==> config.mk <==
export PLATFORM = sky130hd
export DESIGN_NAME = jk_reg_sequencer
export DESIGN_NICKNAME = d
export VERILOG_FILES = /design/src/rtl/jk_seq_pkg.sv /design/src/rtl/jk_bank.sv /design/src/rtl/jk_reg_sequencer.sv
export SDC_FILE = /design/constraint.sdc
export NUM_CORES = 1
export LEC_CHECK = 0
export CAP_MARGIN = 20
export CORE_ASPECT_RATIO = 0.9
export CORE_MARGIN = 2
export CORE_UTILIZATION = 25
export CTS_CLUSTER_SIZE = 30
export DETAILED_ROUTE_END_ITERATION = 8
export HOLD_SLACK_MARGIN = 0.1
export MAX_ROUTING_LAYER = met4
export PLACE_DENSITY_LB_ADDON = 0.05
export SETUP_SLACK_MARGIN = 0.15
export SYNTH_ARGS = -nofsm -noshare
export SYNTH_HDL_FRONTEND = slang
export SYNTH_HIERARCHICAL = 1
export SYNTH_SLANG_ARGS = --single-unit
==> constraint.sdc <==
create_clock -name C -period 4.3 [get_ports C]
set_input_delay 0.43 -clock C [delete_from_list [all_inputs] [get_ports C]]
set_output_delay 0.43 -clock C [all_outputs]
set_load 0.05 [all_outputs]
==> src/rtl/jk_seq_pkg.sv <==
// Shared definitions for the JK register sequencer: opcode and FSM state
// encodings plus the opcode field width.
package jk_seq_pkg;

   localparam int OP_W = 3;

   typedef enum logic [OP_W-1:0] {
      OP_NOP    = 3'd0,
      OP_CLEAR  = 3'd1,
      OP_SET    = 3'd2,
      OP_LOAD   = 3'd3,
      OP_UP     = 3'd4,
      OP_DOWN   = 3'd5,
      OP_TOGGLE = 3'd6,
      OP_RSVD   = 3'd7
   } op_e;

   typedef enum logic [1:0] {
      ST_IDLE = 2'd0,
      ST_RUN  = 2'd1,
      ST_DONE = 2'd2
   } state_e;

endpackage : jk_seq_pkg

==> src/rtl/jk_bank.sv <==
// WIDTH parallel edge-triggered JK flip-flops with asynchronous active-high
// reset to zero. J=K=0 holds, J only sets, K only clears, J=K=1 toggles.
module jk_bank #(
   parameter int WIDTH = 4
) (
   input  logic             c_i,
   input  logic             reset_i,
   input  logic [WIDTH-1:0] j_i,
   input  logic [WIDTH-1:0] k_i,
   output logic [WIDTH-1:0] q_o
);

   logic [WIDTH-1:0] q_q;
   logic [WIDTH-1:0] q_d;

   // JK characteristic equation evaluated per bit
   always_comb begin
      q_d = (j_i & ~q_q) | (~k_i & q_q);
   end

   // Flip-flop bank state
   always_ff @(posedge c_i or posedge reset_i) begin
      if (reset_i) begin
         q_q <= {WIDTH{1'b0}};
      end else begin
         q_q <= q_d;
      end
   end

   assign q_o = q_q;

endmodule : jk_bank

==> src/rtl/jk_reg_sequencer.sv <==
// Command-driven controller for a JK flip-flop register bank. Accepts one
// command at a time (valid/ready), then drives per-bit J/K for one or more
// RUN cycles and signals completion with a one-cycle done pulse.
// Optional build macro JK_SEQ_SAT_EN: UP/DOWN counting saturates at
// all-ones / zero instead of wrapping, and sat flags the early stop.
module jk_reg_sequencer
   import jk_seq_pkg::*;
#(
   parameter int WIDTH = 4,
   parameter int CNT_W = 8
) (
   input  logic             C,
   input  logic             RESET,
   input  logic             cmd_valid,
   output logic             cmd_ready,
   input  logic [OP_W-1:0]  cmd_op,
   input  logic [WIDTH-1:0] cmd_data,
   input  logic [CNT_W-1:0] cmd_len,
   output logic [WIDTH-1:0] J,
   output logic [WIDTH-1:0] K,
   output logic [WIDTH-1:0] Q,
   output logic             busy,
   output logic             done,
   output logic             sat
);

   state_e           state_q, state_d;
   op_e              op_q, op_d;
   logic [WIDTH-1:0] data_q, data_d;
   logic [CNT_W-1:0] cnt_q, cnt_d;
   logic             sat_q, sat_d;

   logic [WIDTH-1:0] q_s;
   logic [WIDTH-1:0] j_s;
   logic [WIDTH-1:0] k_s;
   logic [WIDTH-1:0] t_up_s;
   logic [WIDTH-1:0] t_dn_s;
   logic             is_count_s;
   logic             sat_stop_s;

   assign is_count_s = (op_q == OP_UP) || (op_q == OP_DOWN);

`ifdef JK_SEQ_SAT_EN
   // Stop counting before a step that would wrap past the range limits
   assign sat_stop_s = ((op_q == OP_UP)   && (&q_s)) ||
                       ((op_q == OP_DOWN) && (~|q_s));
`else
   assign sat_stop_s = 1'b0;
`endif

   // Counter toggle masks: bit i toggles when all lower bits are 1 (up) or 0 (down)
   always_comb begin : toggle_masks
      logic c_up;
      logic c_dn;
      c_up   = 1'b1;
      c_dn   = 1'b1;
      t_up_s = {WIDTH{1'b0}};
      t_dn_s = {WIDTH{1'b0}};
      for (int i = 0; i < WIDTH; i++) begin
         t_up_s[i] = c_up;
         t_dn_s[i] = c_dn;
         c_up      = c_up & q_s[i];
         c_dn      = c_dn & ~q_s[i];
      end
   end

   // FSM and command register state
   always_ff @(posedge C or posedge RESET) begin
      if (RESET) begin
         state_q <= ST_IDLE;
         op_q    <= OP_NOP;
         data_q  <= {WIDTH{1'b0}};
         cnt_q   <= {CNT_W{1'b0}};
         sat_q   <= 1'b0;
      end else begin
         state_q <= state_d;
         op_q    <= op_d;
         data_q  <= data_d;
         cnt_q   <= cnt_d;
         sat_q   <= sat_d;
      end
   end

   // Next-state: command capture, step counting and completion
   always_comb begin
      state_d = state_q;
      op_d    = op_q;
      data_d  = data_q;
      cnt_d   = cnt_q;
      sat_d   = 1'b0;
      case (state_q)
         ST_IDLE: begin
            if (cmd_valid) begin
               state_d = ST_RUN;
               op_d    = op_e'(cmd_op);
               data_d  = cmd_data;
               cnt_d   = cmd_len;
            end else begin
               state_d = ST_IDLE;
            end
         end
         ST_RUN: begin
            if (is_count_s) begin
               if (cnt_q == {CNT_W{1'b0}}) begin
                  // Zero-length count: single idle RUN cycle
                  state_d = ST_DONE;
               end else if (sat_stop_s) begin
                  state_d = ST_DONE;
                  cnt_d   = {CNT_W{1'b0}};
                  sat_d   = 1'b1;
               end else begin
                  cnt_d = cnt_q - CNT_W'(1);
                  if (cnt_q == CNT_W'(1)) begin
                     state_d = ST_DONE;
                  end else begin
                     state_d = ST_RUN;
                  end
               end
            end else begin
               state_d = ST_DONE;
            end
         end
         ST_DONE: begin
            state_d = ST_IDLE;
         end
         default: begin
            state_d = ST_IDLE;
         end
      endcase
   end

   // Outputs: J/K drive only in RUN, handshake/status decoded from state
   always_comb begin
      j_s       = {WIDTH{1'b0}};
      k_s       = {WIDTH{1'b0}};
      cmd_ready = (state_q == ST_IDLE);
      busy      = (state_q == ST_RUN) || (state_q == ST_DONE);
      done      = (state_q == ST_DONE);
      if (state_q == ST_RUN) begin
         case (op_q)
            OP_CLEAR: begin
               k_s = {WIDTH{1'b1}};
            end
            OP_SET: begin
               j_s = {WIDTH{1'b1}};
            end
            OP_LOAD: begin
               j_s = data_q;
               k_s = ~data_q;
            end
            OP_UP: begin
               if ((cnt_q != {CNT_W{1'b0}}) && !sat_stop_s) begin
                  j_s = t_up_s;
                  k_s = t_up_s;
               end else begin
                  j_s = {WIDTH{1'b0}};
                  k_s = {WIDTH{1'b0}};
               end
            end
            OP_DOWN: begin
               if ((cnt_q != {CNT_W{1'b0}}) && !sat_stop_s) begin
                  j_s = t_dn_s;
                  k_s = t_dn_s;
               end else begin
                  j_s = {WIDTH{1'b0}};
                  k_s = {WIDTH{1'b0}};
               end
            end
            OP_TOGGLE: begin
               j_s = data_q;
               k_s = data_q;
            end
            default: begin
               // NOP and reserved opcode hold the bank
               j_s = {WIDTH{1'b0}};
               k_s = {WIDTH{1'b0}};
            end
         endcase
      end else begin
         j_s = {WIDTH{1'b0}};
         k_s = {WIDTH{1'b0}};
      end
   end

   jk_bank #(
      .WIDTH (WIDTH)
   ) u_bank (
      .c_i     (C),
      .reset_i (RESET),
      .j_i     (j_s),
      .k_i     (k_s),
      .q_o     (q_s)
   );

   assign J   = j_s;
   assign K   = k_s;
   assign Q   = q_s;
   assign sat = sat_q;

endmodule : jk_reg_sequencer

==> impl_metrics.py <==
metrics = {
    "status": {
        "outcome": "complete, no violations",
    },
    "placement": {
        "place_inst": 264,
        "dp_slack_ns": 1.18,
        "io_buffers": 32,
        "place.gp.congestion": 0.838,
        "hpwl_um": 3050,
    },
    "die": {
        "die_h_um": 77.0,
        "die-area_um2": 6550,
        "coreArea_um2": 5690,
        "placementRows": 26,
        "io_pins": 34,
        "start_util_pct": 26.0,
        "die_w_um": 85.1,
    },
    "layout": {
        "drive_gt1_share_pct": 8.59,
        "diodes": 0,
        "final_cell_mix": "clkdlybuf4s50_1 (32), dfrtp_1 (21), a21oi_1 (19)",
        "fin_cells": 268,
        "layout_commonest_cell": "clkdlybuf4s50_1",
        "area_growth_pct": 28.1,
        "utilization_pct": 33.3,
        "final_nets": 223,
    },
    "sta": {
        "slew_viol_final": 0,
        "tightest_slew_ns": 0.729,
        "hold_viol_final": 0,
        "finalCriticalPeriod_ns": 3.38,
        "rsz0062_at_grt": "false",
        "max-slew-margin-rel_pct": 51.4,
        "finalSetupViolations": 0,
        "finClkSkew_ns": 0.00231,
        "tns_ns": 0,
        "finalCritPeriodShare_pct": 78.7,
        "clock.fmax_ghz": 0.296,
        "setup_ws_ns": 0.916,
    },
    "setup_path": {
        "r2r-start": "state_q[1]",
        "worst-r2r-setup-slack_ns": 2.08,
        "crit_fanout": 7,
        "path_depth": 7,
        "crit_path_max_incr_delay_ns": 0.89,
        "critPathCaptureType": "primary output",
        "timing.rr.end": "cnt_q[4]",
        "worst-path-buf-inv": 2,
        "cp_data_required_time_ns": 3.87,
        "path_delay_family": "buffers and inverters",
        "worstPathArrival_ns": 2.95,
        "timing.reg2reg.worst_path_depth": 7,
        "critPathLaunch": "cnt_q[0]",
        "critPathKind": "register to primary output",
        "crit_chain": "inv_1 -> ha_1 -> nor3b_2 -> a21o_1 -> or2_2 -> a311oi_1 -> clkdlybuf4s50_1",
        "startpoint_type": "register",
        "cp_slowest_cell": "clkdlybuf4s50_1",
    },
    "synthesis": {
        "synthTopCellsByArea": "dfrtp_1 (36%), a21oi_1 (6.4%), mux2_2 (5.3%)",
        "synthArstFlopShare_pct": 100,
        "synthesis.nets": 194,
        "yosysTopAreaCell": "dfrtp_1",
        "seq_area_frac_synth_pct": 35.5,
        "ys_types": 43,
        "ys_seq_elements": 21,
        "synth_edf_count": 0,
        "syn_area_per_cell_um2": 8.70,
        "yosys_warnings": 6,
        "syn_area_um2": 1480,
        "synth_top_cell_area_share_pct": 35.5,
        "ys_dominant_reg_cell": "dfrtp_1",
        "netlist_instances": 170,
    },
    "grt": {
        "grt_pass1_wl_um": 6750,
        "grt_max_degree": 21,
        "overflow": 0,
        "first_global_vias": 1311,
        "antenna_found_initial": 0,
        "grtUsageTotal_pct": 13.4,
    },
    "cts": {
        "h-tree-depth": 1,
        "cts_resized": 0,
        "clock_path_buffers": 2,
        "root_buffer": "clkbuf_8",
        "cts_sinks": 21,
        "cts.clk_slew.worst_paths_ns": 0.08,
        "cts_hold_buf": 0,
        "clock_latency_ns": 0.26,
        "postCtsSetupRepairBufs": 0,
        "cts_tree": "done",
        "cts_inserted_buffers": 3,
    },
    "pwr": {
        "p_leak_nw": 0.750,
        "ir_worst_vdd_mv": 0.327,
        "p_per_area_nw_per_um2": 808,
        "power_mw": 1.53,
    },
    "job": {
        "drv_cap": 0,
    },
    "route": {
        "drt-total-wl_um": 4040,
        "vias_per_cell": 5.02,
        "vias": 1346,
        "drt_first_pass_iters": 5,
        "highest_layer": "met4",
        "wire_per_inst_um": 15.1,
        "drc": 0,
        "wl_met3_um": 280,
        "first_iter_violations": 76,
        "m1WireLength_um": 2050,
        "postRouteAntennaNets": 0,
        "wl_met2_um": 1690,
    },
    "worst_hold_path": {
        "hold_path.class": "input pin to asynchronous set/reset pin",
    },
}
## worst max path at each step
| stage | endpoint |
|---|---|
| after CTS | K[0] |
| after detailed placement | K[0] |
| final | J[1] |
| after global placement | K[0] |
| after global routing | K[0] |
| after floorplan | u_bank/q_o[0] |
## final cells by class
| cell class | count | area (µm²) |
|---|---|---|
| Timing Repair Buffer | 33 | 328 |
| Tap cell | 70 | 87.6 |
| Sequential cell | 21 | 526 |
| Clock buffer | 4 | 45.0 |
| Inverter | 14 | 52.6 |
| Multi-Input combinational cell | 126 | 856 |
| Fill cell | 585 | 3800 |
## power by group
part | switching, mW | internal [mW] | leakage (nW)
clock network | 0.0647 | 0.0660 | 0.0228
registers | 0.170 | 0.295 | 0.247
logic | 0.574 | 0.361 | 0.480
## worst reg2reg max path: stages, from the launching register on
cell	delay [ns]
dfrtp_1	0.38
inv_1	0.08
ha_1	0.16
buf_4	0.24
mux2i_1	0.11
a21oi_1	0.56
and2_1	0.43
a22o_1	0.20
## sequential cells by signal, summed over array words and instances, names as in the netlist
name / flops
cnt_q: 8
state_q: 2
op_q: 3
u_bank/q_o: 4
data_q: 4
## synth_stat cells, types with 3 or more instances
master	count
clkbuf_1	7
a21o_1	3
a21oi_1	19
ha_1	6
mux2_2	7
inv_1	14
nand3_1	5
dfrtp_1	21
o21ai_0	13
a31oi_1	5
nand2b_1	6
o211ai_1	3
nand2_1	14
nor2_1	6
mux2i_1	6
## metal layers
layer	track usage [%]	vias up
li1	-	671
met1	19.2	622
met2	19.2	51
met3	3.12	2
met4	2.86	0
met5	-	-
## kinds of logic (layout without fill, tap and decap cells)
group | Yosys count | count (layout) | synth area share (%)
AOI/OAI and AO/OA | 56 | 56 | 22.8
and+or+nand+nor | 49 | 49 | 19.7
buffers and inverters | 23 | 51 | 6.60
DFF | 21 | 21 | 35.5
muxes | 13 | 13 | 9.39
adders and majority gates | 6 | 6 | 5.08
other | 1 | 1 | 0.254
xor gates and xnor gates | 1 | 1 | 0.592
## stage by stage
stage	hold slack (ns)	cell area [µm²]
after floorplan	0.196	1480
after global routing	0.376	1890
after CTS	0.374	1890
final	0.379	1890
after global placement	0.463	1850
after detailed placement	0.472	1850
No activity file was read; power rests on OpenSTA's default activity.
